<file path="src/rtl/sq_pidb_wqe_fetch.sv">
// sq_pidb_wqe_fetch: captures per-QP SQ producer-index doorbells and fetches pending 64-byte WQEs
// round-robin over single-beat AXI4 reads, presenting each on a valid/ready stream.
module sq_pidb_wqe_fetch #(
  parameter int C_AXI_ADDR_WIDTH = 32,
  parameter int NUM_QP = 8,
  parameter int SQ_DEPTH = 16,
  parameter logic [C_AXI_ADDR_WIDTH-1:0] SQ_BASE_ADDR = 32'h8000_0000,
  parameter logic [C_AXI_ADDR_WIDTH-1:0] QP_SQ_STRIDE = 32'h0000_1000
) (
  input  logic                        core_clk,
  input  logic                        core_aresetn,
  input  logic                        conf_of_reg_done,
  input  logic [15:0]                 i_qp_sq_pidb_hndshk,
  input  logic [31:0]                 i_qp_sq_pidb_wr_addr_hndshk,
  input  logic                        i_qp_sq_pidb_wr_valid_hndshk,
  output logic                        o_qp_sq_pidb_wr_rdy,
  output logic [C_AXI_ADDR_WIDTH-1:0] m_axi_araddr,
  output logic [7:0]                  m_axi_arlen,
  output logic [2:0]                  m_axi_arsize,
  output logic [1:0]                  m_axi_arburst,
  output logic                        m_axi_arvalid,
  input  logic                        m_axi_arready,
  input  logic [511:0]                m_axi_rdata,
  input  logic [1:0]                  m_axi_rresp,
  input  logic                        m_axi_rlast,
  input  logic                        m_axi_rvalid,
  output logic                        m_axi_rready,
  output logic [511:0]                o_wqe_data,
  output logic [7:0]                  o_wqe_qpn,
  output logic                        o_wqe_valid,
  input  logic                        i_wqe_ready,
  output logic                        o_db_err,
  output logic                        o_rresp_err
);
  localparam int QW = NUM_QP > 1 ? $clog2(NUM_QP) : 1;
  localparam int CW = $clog2(SQ_DEPTH);
  typedef enum logic [2:0] {IDLE, AR, R, OUT, UPD} state_t;
  state_t state, state_n;
  logic [CW-1:0] pi [NUM_QP];
  logic [CW-1:0] ci [NUM_QP];
  logic [QW-1:0] rr_ptr, cur_qpn, sel, idx;
  logic [QW:0] sum;
  logic found, db_acc, db_legal, unused_ok;
  assign db_acc = i_qp_sq_pidb_wr_valid_hndshk & o_qp_sq_pidb_wr_rdy;
  assign db_legal = i_qp_sq_pidb_wr_addr_hndshk[31:16] == 16'h5004 &&
                    i_qp_sq_pidb_wr_addr_hndshk[7:0] == 8'h38 &&
                    {1'b0, i_qp_sq_pidb_wr_addr_hndshk[15:8]} < 9'(NUM_QP) &&
                    {1'b0, i_qp_sq_pidb_hndshk} < 17'(SQ_DEPTH);
  assign m_axi_arvalid = state == AR;
  assign m_axi_rready = state == R;
  assign o_wqe_valid = state == OUT;
  assign m_axi_arlen = 8'd0;
  assign m_axi_arsize = 3'b110;
  assign m_axi_arburst = 2'b01;
  assign unused_ok = m_axi_rlast;
  // Scan downward so the first pending QP at or after rr_ptr wins.
  always_comb begin
    sel = '0;
    found = 1'b0;
    sum = '0;
    idx = '0;
    for (int i = NUM_QP - 1; i >= 0; i--) begin
      sum = (QW+1)'(rr_ptr) + (QW+1)'(i);
      idx = QW'(sum >= (QW+1)'(NUM_QP) ? sum - (QW+1)'(NUM_QP) : sum);
      if (pi[idx] != ci[idx]) begin
        found = 1'b1;
        sel = idx;
      end
    end
  end
  always_comb begin
    state_n = state;
    case (state)
      IDLE:    state_n = conf_of_reg_done && found ? AR : IDLE;
      AR:      state_n = m_axi_arready ? R : AR;
      R:       state_n = m_axi_rvalid ? OUT : R;
      OUT:     state_n = i_wqe_ready ? UPD : OUT;
      default: state_n = IDLE;
    endcase
  end
  always_ff @(posedge core_clk) begin
    if (!core_aresetn) begin
      state <= IDLE;
      rr_ptr <= '0;
      cur_qpn <= '0;
      m_axi_araddr <= '0;
      o_wqe_data <= '0;
      o_wqe_qpn <= '0;
      o_db_err <= 1'b0;
      o_rresp_err <= 1'b0;
      o_qp_sq_pidb_wr_rdy <= 1'b1;
      for (int q = 0; q < NUM_QP; q++) begin
        pi[q] <= '0;
        ci[q] <= '0;
      end
    end else begin
      state <= state_n;
      o_qp_sq_pidb_wr_rdy <= !db_acc;
      o_db_err <= db_acc && !db_legal;
      if (db_acc && db_legal) pi[i_qp_sq_pidb_wr_addr_hndshk[QW+7:8]] <= i_qp_sq_pidb_hndshk[CW-1:0];
      if (state == IDLE && state_n == AR) begin
        cur_qpn <= sel;
        m_axi_araddr <= SQ_BASE_ADDR + C_AXI_ADDR_WIDTH'(sel) * QP_SQ_STRIDE + (C_AXI_ADDR_WIDTH'(ci[sel]) << 6);
      end
      if (state == R && m_axi_rvalid) begin
        o_wqe_data <= m_axi_rdata;
        o_wqe_qpn <= 8'(cur_qpn);
      end
      o_rresp_err <= state == R && m_axi_rvalid && m_axi_rresp != 2'b00;
      // SQ_DEPTH is a power of two, so the natural increment wraps SQ_DEPTH-1 to 0.
      if (state == UPD) begin
        ci[cur_qpn] <= ci[cur_qpn] + CW'(1);
        rr_ptr <= cur_qpn == QW'(NUM_QP - 1) ? '0 : cur_qpn + QW'(1);
      end
    end
  end
endmodule

</file>
<file path="config.mk">
export PLATFORM = sky130hd
export DESIGN_NAME = sq_pidb_wqe_fetch
export DESIGN_NICKNAME = d
export VERILOG_FILES = /design/src/rtl/sq_pidb_wqe_fetch.sv
export SDC_FILE = /design/constraint.sdc
export NUM_CORES = 1
export LEC_CHECK = 0
export BUFFER_PORTS_ARGS = -buffer_cell sky130_fd_sc_hd__buf_4
export CAP_MARGIN = 20
export CORE_AREA = 2 2 445 447
export DETAILED_ROUTE_END_ITERATION = 7
export DIE_AREA = 0 0 447 449
export PLACE_DENSITY = 0.34
export SLEW_MARGIN = 30
export SYNTH_ARGS = -nofsm -noshare
export SYNTH_HDL_FRONTEND = slang
export SYNTH_SLANG_ARGS = --single-unit
export TNS_END_PERCENT = 10
</file>
<file path="constraint.sdc">
create_clock -name core_clk -period 3.6 [get_ports core_clk]
set_input_delay 0.18 -clock core_clk [delete_from_list [all_inputs] [get_ports core_clk]]
set_output_delay 0.18 -clock core_clk [all_outputs]
set_load 0.05 [all_outputs]
</file>
==> impl_metrics.tcl <==
set metrics [dict create \
    status "complete, no violations" \
    p_clk_frac 0.466 \
    multiInputGateArea_mm2 0.0101 \
    worstMarginPinSlew_ns 0.798 \
    drt_iter0_markers 1647 \
    clk_pin_slew_ns 0.06 \
    ir_worst_vdd_uv 284 \
    drt-pass1-iter-count 5 \
    area_growth_pct 82.7 \
    routed_via_density 3.65 \
    core-area_mm2 0.196 \
    rows 163 \
    finalCriticalPeriod_ns 3.42 \
    drive_gt1_frac 0.309 \
    powerDensity_mw_per_mm2 422 \
    critPathLaunchType "flip-flop" \
    initial_core_util 0.122 \
    path_class "flip-flop to flip-flop" \
    vias 26200 \
    slew_headroom 0.468 \
    final_max_slew_viol_count 0 \
    yosys_warnings 0 \
    ys_types 75 \
    synth.avg_cell_area_um2 8.37 \
    gp_congestion 0.888 \
    drc 0 \
    hold_path_class "primary input to flip-flop" \
    seq_power_share 0.385 \
    dp_hpwl_mm 119 \
    grt_overflow 0 \
    synth_area_leaders "dfxtp_1 (45%), nand2_1 (17%), a21oi_1 (11%)" \
    grt_pass1_vias 26700 \
    clockRootBuffer "clkbuf_16" \
    design_area_mm2 0.0436 \
    antenna_found_initial 18 \
    cpPeakStageDelay_ns 0.60 \
    crit_path_end_kind "flip-flop" \
    p_comb_frac 0.150 \
    maxCapViolCount 0 \
    synth_edf_count 64 \
    max_freq_ghz 0.292 \
    cts_buffers 83 \
    die_h_um 449 \
    synth-seq-cells 602 \
    die_w_um 447 \
    swShare 0.284 \
    p_int_mw 13.2 \
    synthCells 2850 \
    drt-total-wl_mm 150 \
    grt_pass1_wl_mm 207 \
    async_flop_share 0 \
    seq_area_mm2 0.0127 \
    final_cell_mix "buf_4 (1183), nand2_1 (1086), dlygate4sd3_1 (538), dfxtp_1 (537), a21oi_1 (529)" \
    p_leak_nw 17.4 \
    hold-worst-slack_ns 0.148 \
    ios 1141 \
    fp.dieArea_mm2 0.201 \
    synth_top_area_share 0.451 \
    wire_per_inst_um 20.8 \
    final_common_cell "buf_4" \
    tns_ns 0 \
    h-tree-depth 3 \
    yosysTopAreaCell "dfxtp_1" \
    cts_tree "built" \
    cp_slowest_cell "or4_4" \
    power_switching_mw 5.24 \
    synth_flop_cell "dfxtp_1" \
    clkSinkCount 602 \
    cp_max_fo 17 \
    grt_util_all_layers 0.144 \
    fillerInstances 21900 \
    netlist_area_mm2 0.0239 \
    period_share 0.950 \
    power_mw 18.4 \
    setup_viol 0 \
    clk_latency_ns 0.68 \
    skew_ns 0.0224 \
    hold_viol_final 0 \
    arrival_ns 3.98 \
    place_area_mm2 0.0354 \
    nets 5047 \
    cts_buffer_depth 3 \
    path_cells "xor2_1, or4_4, mux2i_2, o22ai_1, nand2b_1, a2111o_1, a31oi_2, buf_12, o32ai_1, mux2i_1, o221ai_1" \
    antenna_left 0 \
    grt_max_degree 94 \
    io_buffers 1097 \
    worst_ep_required_time_ns 4.16 \
    fin_util 0.222 \
    ys_seq_area_frac 0.532 \
]
-- flip-flops by register name, summed over array words and instances (netlist names), named ones only --
| signal | cells |
|---|---|
| ci | 32 |
| m_axi_araddr | 8 |
| o_db_err | 1 |
| o_qp_sq_pidb_wr_rdy | 1 |
| o_rresp_err | 1 |
| o_wqe_data | 512 |
| o_wqe_qpn | 3 |
| pi | 32 |
| rr_ptr | 3 |
| state | 3 |
-- final timing paths --
path | startpoint | to | slack [ns] | depth (start not counted)
worst max-delay path | ci[0][0]$_SDFFCE_PN0P_ | m_axi_araddr[6]$_SDFFE_PN0P_ | 0.18 | 11
worst min-delay path | m_axi_rvalid | o_wqe_data[291]$_SDFFE_PN0P_ | 0.15 | 4
worst max register to register | ci[0][0]$_SDFFCE_PN0P_ | m_axi_araddr[6]$_SDFFE_PN0P_ | 0.18 | 11
worst min register to register | o_wqe_data[328]$_SDFFE_PN0P_ | o_wqe_data[328]$_SDFFE_PN0P_ | 0.45 | 2
-- critical path: cells and delay by family (launching register included) --
| family | cells | cell delay (ns) |
|---|---|---|
| XOR/XNOR | 1 | 0.23 |
| flip-flops | 1 | 0.43 |
| AO/OA/AOI/OAI | 5 | 1.10 |
| AND/OR/NAND/NOR | 2 | 0.84 |
| multiplexers | 2 | 0.52 |
| buffers and inverters | 1 | 0.18 |
-- power by group through the flow --
stage                     combinational, mW  clock, mW  sequential, mW
after global routing                   2.92       9.17            7.10
after global placement                 2.26          0            7.22
after CTS                              2.80       8.92            7.08
final                                  2.76       8.57            7.08
after floorplan                       0.665          0            7.67
after detailed placement               2.26          0            7.23
-- per-stage QoR --
step,setup slack [ns],instances
floorplan,0.451,2890
CTS,0.0550,7180
detailed placement,0.0924,6488
finish,0.178,7184
global placement,0.0828,6488
global route,-0.0165,7184
-- per-layer routing --
| layer | part of all wire | wire length [µm] | GRT usage |
|---|---|---|---|
| met5 | 0.000087 | 13 | 0 |
| met4 | 0.030 | 4510 | 0.0426 |
| met3 | 0.056 | 8390 | 0.0350 |
| met2 | 0.51 | 76400 | 0.256 |
| met1 | 0.40 | 60400 | 0.169 |
-- what timing repair did --
action | in CTS | in global routing
hold buffers | 538 | 0
resized for setup | 0 | 5
hold endpoints to repair | 544 | 0
endpoints found under the setup margin | 0 | 4
buffers inserted | 0 | 1
-- layout make-up --
cell class                      instances  share of cell area
Timing Repair Buffer                 1737               0.335
Sequential cell                       602               0.291
Multi-Input combinational cell       2015               0.231
Tap cell                             2640              0.0757
Clock buffer                          120              0.0559
Clock inverter                         34             0.00861
Inverter                               33             0.00301
Antenna cell                            3            0.000172
-- Yosys cell counts (4+ instances only) --
master    number
a21oi_1      530
and2_1        11
buf_4         45
buf_6          4
clkbuf_1     180
clkbuf_8       6
dfxtp_1      538
edfxtp_1      64
ha_1           5
inv_1         32
mux2i_1       25
mux4_1         7
mux4_2        26
nand2_1     1087
nand2b_1       5
nand3_1        9
nand4_1        6
nor2_1        77
nor3_1        12
nor3b_1        6
nor4_1        12
nor4b_1        6
o21ai_0        8
o221ai_1       6
o31ai_1        4
o32ai_1       17
or4_4          8
xnor2_1       14
xor2_1        33
-- kinds of logic (layout without fill, tap and decap cells) --
| kind of cell | after synthesis | after routing | share of synthesized area |
|---|---|---|---|
| buffers and inverters | 273 | 1924 | 0.0539 |
| DFF | 602 | 602 | 0.532 |
| other | 2 | 45 | 0.000315 |
| muxes | 63 | 63 | 0.0455 |
| adders and majority gates | 5 | 5 | 0.00262 |
| AOI/OAI and AO/OA | 596 | 596 | 0.135 |
| xor gates and xnor gates | 50 | 50 | 0.0193 |
| and+or+nand+nor | 1259 | 1259 | 0.211 |
No activity file was read; power rests on OpenSTA's default activity.
